<file path="src/rtl/demux4_pkg.sv">
// rtl/demux4_pkg.sv - shared types and sizing helpers for the 4-channel TDM demultiplexer
package demux4_pkg;

  typedef enum logic {HUNT, RUN} state_t;

  localparam int NUM_SLOTS = 4;

  // Bit counter must stay at least one bit wide even when a slot is a single bit.
  function automatic int cnt_width(input int width);
    int c;
    c = $clog2(width);
    return (c < 1) ? 1 : c;
  endfunction

endpackage

</file>
<file path="src/rtl/slot_sipo.sv">
// rtl/slot_sipo.sv - WIDTH-bit serial-in/parallel-out shadow register, MSB first
module slot_sipo #(
  parameter int WIDTH = 1
) (
  input  logic             clk,
  input  logic             clear,
  input  logic             shift,
  input  logic             din,
  output logic [WIDTH-1:0] data
);

  logic [WIDTH:0] ext;

  assign ext = {data, din};

  // A clear that coincides with a shift loads the new bit, so a frame-start
  // bit lands as bit 0 of a fresh slot.
  always_ff @(posedge clk) begin
    if (clear) begin
      data <= shift ? WIDTH'(din) : '0;
    end else if (shift) begin
      data <= ext[WIDTH-1:0];
    end
  end

endmodule

</file>
<file path="src/rtl/demux4_tdm.sv">
// rtl/demux4_tdm.sv - framed serial link demultiplexer onto four double-buffered channel registers
module demux4_tdm
  import demux4_pkg::*;
#(
  parameter int WIDTH = 1
) (
  input  logic             clk,
  input  logic             reset,
  input  logic             din,
  input  logic             en,
  input  logic             sync,
  output logic [WIDTH-1:0] out_a,
  output logic [WIDTH-1:0] out_b,
  output logic [WIDTH-1:0] out_c,
  output logic [WIDTH-1:0] out_d,
  output logic             frame_valid,
  output logic             sync_err,
  output logic [1:0]       slot
);

  localparam int CW = cnt_width(WIDTH);
  localparam logic [CW-1:0] LAST_BIT = CW'(WIDTH - 1);

  state_t          state_q, state_d;
  logic [CW-1:0]   bit_q, bit_d, eff_bit;
  logic [1:0]      slot_q, slot_d, eff_slot;
  logic            start, accept, mid_sync, last_bit, last_frame;
  logic [WIDTH-1:0] shadow [NUM_SLOTS];

  // A sync bit always counts as frame bit 0, overriding wherever the counters were.
  always_comb begin
    start      = en & sync;
    accept     = en & ((state_q == RUN) | sync);
    mid_sync   = start & (state_q == RUN);
    eff_bit    = sync ? '0 : bit_q;
    eff_slot   = sync ? 2'd0 : slot_q;
    last_bit   = (eff_bit == LAST_BIT);
    last_frame = last_bit & (eff_slot == 2'd3);

    state_d = state_q;
    bit_d   = bit_q;
    slot_d  = slot_q;
    if (accept) begin
      if (last_frame) begin
        state_d = HUNT;
        bit_d   = '0;
        slot_d  = 2'd0;
      end else begin
        state_d = RUN;
        if (last_bit) begin
          bit_d  = '0;
          slot_d = eff_slot + 2'd1;
        end else begin
          bit_d  = eff_bit + CW'(1);
          slot_d = eff_slot;
        end
      end
    end
  end

  for (genvar k = 0; k < NUM_SLOTS; k++) begin : g_slot
    slot_sipo #(.WIDTH(WIDTH)) u_sipo (
      .clk   (clk),
      .clear (reset | start),
      .shift (accept & (eff_slot == 2'(k))),
      .din   (din),
      .data  (shadow[k])
    );
  end

  always_ff @(posedge clk) begin
    if (reset) begin
      state_q     <= HUNT;
      bit_q       <= '0;
      slot_q      <= 2'd0;
      out_a       <= '0;
      out_b       <= '0;
      out_c       <= '0;
      out_d       <= '0;
      frame_valid <= 1'b0;
      sync_err    <= 1'b0;
    end else begin
      state_q     <= state_d;
      bit_q       <= bit_d;
      slot_q      <= slot_d;
      frame_valid <= accept & last_frame;
      sync_err    <= mid_sync;
      // Slot 3's final bit is still on din, so it is merged in as the outputs load.
      if (accept & last_frame) begin
        out_a <= shadow[0];
        out_b <= shadow[1];
        out_c <= shadow[2];
        out_d <= WIDTH'({shadow[NUM_SLOTS-1], din});
      end
    end
  end

  assign slot = slot_q;

endmodule

</file>
<file path="config.mk">
export PLATFORM = sky130hd
export DESIGN_NAME = demux4_tdm
export DESIGN_NICKNAME = d
export VERILOG_FILES = /design/src/rtl/demux4_pkg.sv /design/src/rtl/slot_sipo.sv /design/src/rtl/demux4_tdm.sv
export SDC_FILE = /design/constraint.sdc
export NUM_CORES = 1
export LEC_CHECK = 0
export CORE_AREA = 2 2 39 41
export DETAILED_ROUTE_END_ITERATION = 10
export DIE_AREA = 0 0 41 43
export PLACE_DENSITY_LB_ADDON = 0.08
export RECOVER_POWER = 100
export SLEW_MARGIN = 20
export SYNTH_ARGS = -nofsm -noshare
export SYNTH_HDL_FRONTEND = slang
export SYNTH_SLANG_ARGS = --single-unit
</file>
<file path="constraint.sdc">
create_clock -name clk -period 1.95 [get_ports clk]
set_input_delay 0.39 -clock clk [delete_from_list [all_inputs] [get_ports clk]]
set_output_delay 0.39 -clock clk [all_outputs]
set_load 0.01 [all_outputs]
</file>
# --- Word-level counts from Yosys, hierarchy flattened ---
# Index checks and enable logic that the tools add are counted.
totals:
  ff_bits: 13
  inputBits: 5
  elab_cells: 48
  output_inout_bits: 8
classes:
  n_mux: 16
  n_bitwise: 11
  reduce_logical: 4
  add_sub_neg: 2
  eq_ne: 3
ops:
  columns: ["operator", "count"]
  rows:
  - ["$mux 1", 13]
  - ["$and 1x1->1", 8]
  - ["$mux 2", 3]
  - ["$reduce_bool 2->1", 3]
  - ["$eq 2x2->1 const B", 2]
  - ["$add 2x1->2 const B", 1]
  - ["$eq 2x1->1 const B", 1]
  - ["$logic_not 2->1", 1]
  - ["$or 1x1->1", 2]
  - ["$add 1x1->1 const B", 1]
  - ["$not 1->1", 1]

# --- Depth between registers and ports, before layout ---
# Gate-level depths: netlist of the first run.
logic_depth:
  ltp_word: 5
  mapped_depth: 5

# --- Hierarchy ---
# A second synthesis of the first run with hierarchy kept.
hier_totals:
  cells_unflattened: 54
  area_unflattened_um2: 563.0
modules_own_cells:
  columns: ["mod", "instances", "area_each_um2", "seq_area_each_um2", "cells_each"]
  rows:
  - ["demux4_tdm", 1, 420.4, 180.2, 42]
  - ["slot_sipo", 3, 47.5, 30.0, 4]

# --- Worst setup path after synthesis of the first run ---
# OpenSTA, ideal clock, no wires.
synth_path:
  kind: "in2reg"
  startpoint: "input sync"
  endpoint: "register g_slot[0].u_sipo.data, enable pin"
  required_time_ps: 1709
  stages: 5
  t_arrival_ps: 1237
  setup_slack_ps: 472
  path_buffers: 1
  setup_ps: 241
  path_cell_list: "buf_2 nand2b_1 ha_1 a21o_2 a21o_1"
synth_via:
  elab_chain_len: 4
  elab_cells_between_ends: 8
  classes_between: "mux: 1; bitwise: 5; reduce/logical: 2"
synth_rtl:
  columns: ["element", "line", "rtl"]
  rows:
  - ["from (decl)", "demux4_tdm.sv:11", "input logic sync,"]
  - ["$or 1x1->1 or $mux 2 (tied branches)", "demux4_tdm.sv:33, demux4_tdm.sv:36", null]
  - ["$and 1x1->1 or $logic_not 2->1 (tied branches)", "demux4_tdm.sv:33, demux4_tdm.sv:65", null]
  - ["$and 1x1->1", "demux4_tdm.sv:65", ".shift (accept & (eff_slot == 2'(k))),"]
  - ["$reduce_bool 2->1 (no source line) *", null, null]
  - ["to (signal assigned)", "slot_sipo.sv:20", "data <= shift ? WIDTH'(din) : '0;"]
  - ["to (signal assigned)", "slot_sipo.sv:22", "data <= ext[WIDTH-1:0];"]
  - ["to (decl)", "slot_sipo.sv:9", "output logic [WIDTH-1:0] data"]
# Every way passes the cells marked *; elsewhere a longest branch is shown, timed or not.
# A chain may end at the register's enable or synchronous reset.

# --- Worst setup path after layout of the first run ---
layout_path:
  startpoint: "register slot_q[0], in the netlist slot[0]"
  endpoint: "output slot[0]"
layout_rtl:
  columns: ["element", "line", "rtl"]
  rows:
  - ["from (decl)", "demux4_tdm.sv:26", "logic [1:0] slot_q, slot_d, eff_slot;"]
  - ["from (signal assigned)", "demux4_tdm.sv:85", "slot_q <= slot_d;"]
  - ["to (decl)", "demux4_tdm.sv:18", "output logic [1:0] slot"]
# No word-level cell between the ends.

==> results.yml, run 1 <==
outcome:
  status: "finished, final reports clean"
floorplan:
  dieArea_um2: 1763
  core_um2: 1384
  initial_core_util: 0.4295
  ios: 13
  die_h_um: 43
  num_rows: 14
  die_w_um: 41
logic_synthesis:
  synth_top_area_share: 0.3032
  netlist_top_cells_count: "9 x dfxtp_1, 8 x nand2b_1, 6 x o21ai_0, 5 x a21oi_1"
  synth-main-ff-cell: "dfxtp_1"
  postSynthCellCount: 60
  syn_nets: 66
  ys_seq_elements: 12
  synth_warnings: 0
  synth_cell_types: 23
  seq_area_frac_synth: 0.4547
  synth-edff-count: 3
  async_flop_share: 0
  synth_top_area_cell: "dfxtp_1"
  synth_most_common_cell: "dfxtp_1"
  ys_top_cells_by_area: "dfxtp_1 30%, edfxtp_1 15%, nand2b_1 8.4%"
  synth.avg_cell_area_um2: 9.905
  syn_area_um2: 594.3
placement:
  place_hpwl_um: 809.8
  place.port_buffers: 12
  dp_slack_ns: 0.1476
  dp_cells: 88
  place_congestion: 0.7916
  dpl-instance-area_um2: 732.0
timing:
  setup_slack_ns: 0.2308
  fin_worst_skew_ns: 0.001292
  worst_pin_slew_ns: 0.4853
  fin_tns_setup_ns: 0
  fmax_mhz: 581.7
  finalCritPeriodShare: 0.8817
  period_minus_slack_ns: 1.719
  final_max_slew_viol_count: 0
  hold_ws_ns: 0.4740
  max-slew-margin-rel: 0.6764
  setup_violations: 0
  hold_violations: 0
  rsz0062_at_grt: "no"
setup_path:
  required_ns: 1.56
  crit_chain: "dlygate4sd3_1"
  slowest_delay_ns: 0.63
  path_max_fanout: 6
  path_delay_family: "buffers and inverters"
  critPathBufInv: 1
  cp.arrival_ns: 1.33
  crit_path_end_kind: "output port"
  crit_type: "flop to output port"
  cp-start-kind: "flop"
  crit_slowest_cell: "dlygate4sd3_1"
drt:
  wl_met1_um: 595
  drc: 0
  wire_per_inst_um: 13.02
  drtIter0Drc: 8
  dr.max_layer_used: "met4"
  drt_wl_total_um: 1198
  drtPass1Iterations: 4
  ant_nets: 0
  wl_met3_um: 48
  dr_total_vias: 494
  dr_wl_met2_um: 539
  vias_per_cell: 5.370
clocking:
  path_clk_slew_ns: 0.08
  clock_sinks: 12
  cts-buffers-inserted: 3
  cts_max_level: 1
  worstSkewPairLatency_ns: 0.27
  clock-root-buffer: "clkbuf_4"
  cts_tree: "done"
  post_cts_buffers: 0
  holdBufCountCts: 0
  cts_max_path_buffers: 2
  ctsResizeCount: 0
global_route:
  gr-total-overflow: 0
  grt_pass1_wl_um: 2049
  grt_max_degree: 15
  grt.total_usage: 0.1783
  grt_pass1_vias: 435
  antenna_found_initial: 0
pwr:
  irDropWorstVdd_uv: 345.0
  totalPowerFinal_mw: 0.5266
  leakage_nw: 0.3189
  p_per_area_nw_per_um2: 692.3
finish:
  design_area_um2: 760.7
  final_core_util: 0.5497
  finalNonFillerCells: 92
  drive_gt1_frac: 0.1711
  diodes: 0
  fin_nets: 83
  area_growth_pct: 28.00
worst_hold_path:
  min_path_type: "flop to flop"
job:
  cap_viol_max_count: 0
worst reg2reg max path, cell delays in order, from the launching register on:
cell,delay (ns)
dfxtp_1,0.42
nand2b_1,0.09
ha_1,0.21
a21o_2,0.21
a21o_1,0.17
final timing paths:
path	cells past startpoint	slack, ns	to	startpoint
max	1	0.23	slot[0]	slot[0]
min	2	0.47	out_a	out_a
max reg2reg	4	0.63	g_slot[0].u_sipo.data	slot[0]
min reg2reg	2	0.47	out_a	out_a
layout by cell type, fill, tap and decap left out, types with 2 or more instances in the layout:
cell / instances
dlygate4sd3_1: 11
nand4b_1: 4
a21oi_1: 5
clkbuf_4: 3
and3b_2: 2
dfxtp_1: 9
nor2_1: 2
edfxtp_1: 3
nand2_1: 4
nor3_1: 2
clkbuf_1: 2
nand2b_1: 8
o21ai_0: 6
buf_4: 3
sequential cells by signal (all words and copies together), names as in the netlist:
name / flops
out_b: 1
out_d: 1
sync_err: 1
out_c: 1
g_slot.u_sipo.data: 3
out_a: 1
slot: 2
state_q: 1
frame_valid: 1
area by class of cell:
| class | instances | area [um2] |
|---|---|---|
| Fill cell | 128 | 623.1 |
| Multi-Input combinational cell | 43 | 284.0 |
| Sequential cell | 12 | 270.3 |
| Timing Repair Buffer | 17 | 150.1 |
| Clock buffer | 4 | 36.28 |
| Tap cell | 16 | 20.02 |
where the power goes:
group	leakage (nW)	internal [mW]	switching (mW)
Clock	0.0210	0.113	0.0870
Sequential	0.104	0.265	0.00695
Combinational	0.194	0.0283	0.0256
Total	0.319	0.407	0.120
cell families (layout without fill, tap and decap cells):
group / after synthesis / after routing / synth area share
simple gates: 27 / 27 / 0.3074
compound gates: 14 / 14 / 0.1326
flops: 12 / 12 / 0.4547
buf+inv: 5 / 21 / 0.06737
fa+ha+maj: 1 / 1 / 0.02105
mux: 1 / 1 / 0.01684
layer usage:
| metal | global-route usage | up-vias |
|---|---|---|
| li1 | - | 248 |
| met2 | 0.2469 | 9 |
| met4 | 0.1000 | 0 |
| met1 | 0.2318 | 235 |
| met5 | 0 | - |
| met3 | 0.06283 | 2 |
Power figures use the tool's default switching activity.
==> inputs of run 2 (changes only) <==
Settings changed: SKIP_LAST_GASP set to 1.
==> results of run 2 <==
The final DEF is identical to that of run 1; final timing and power are the same.
==> inputs of run 3 (changes only) <==
Settings changed: CAP_MARGIN set to 20.
==> results of run 3 <==
The final DEF is identical to that of run 1; final timing and power are the same.
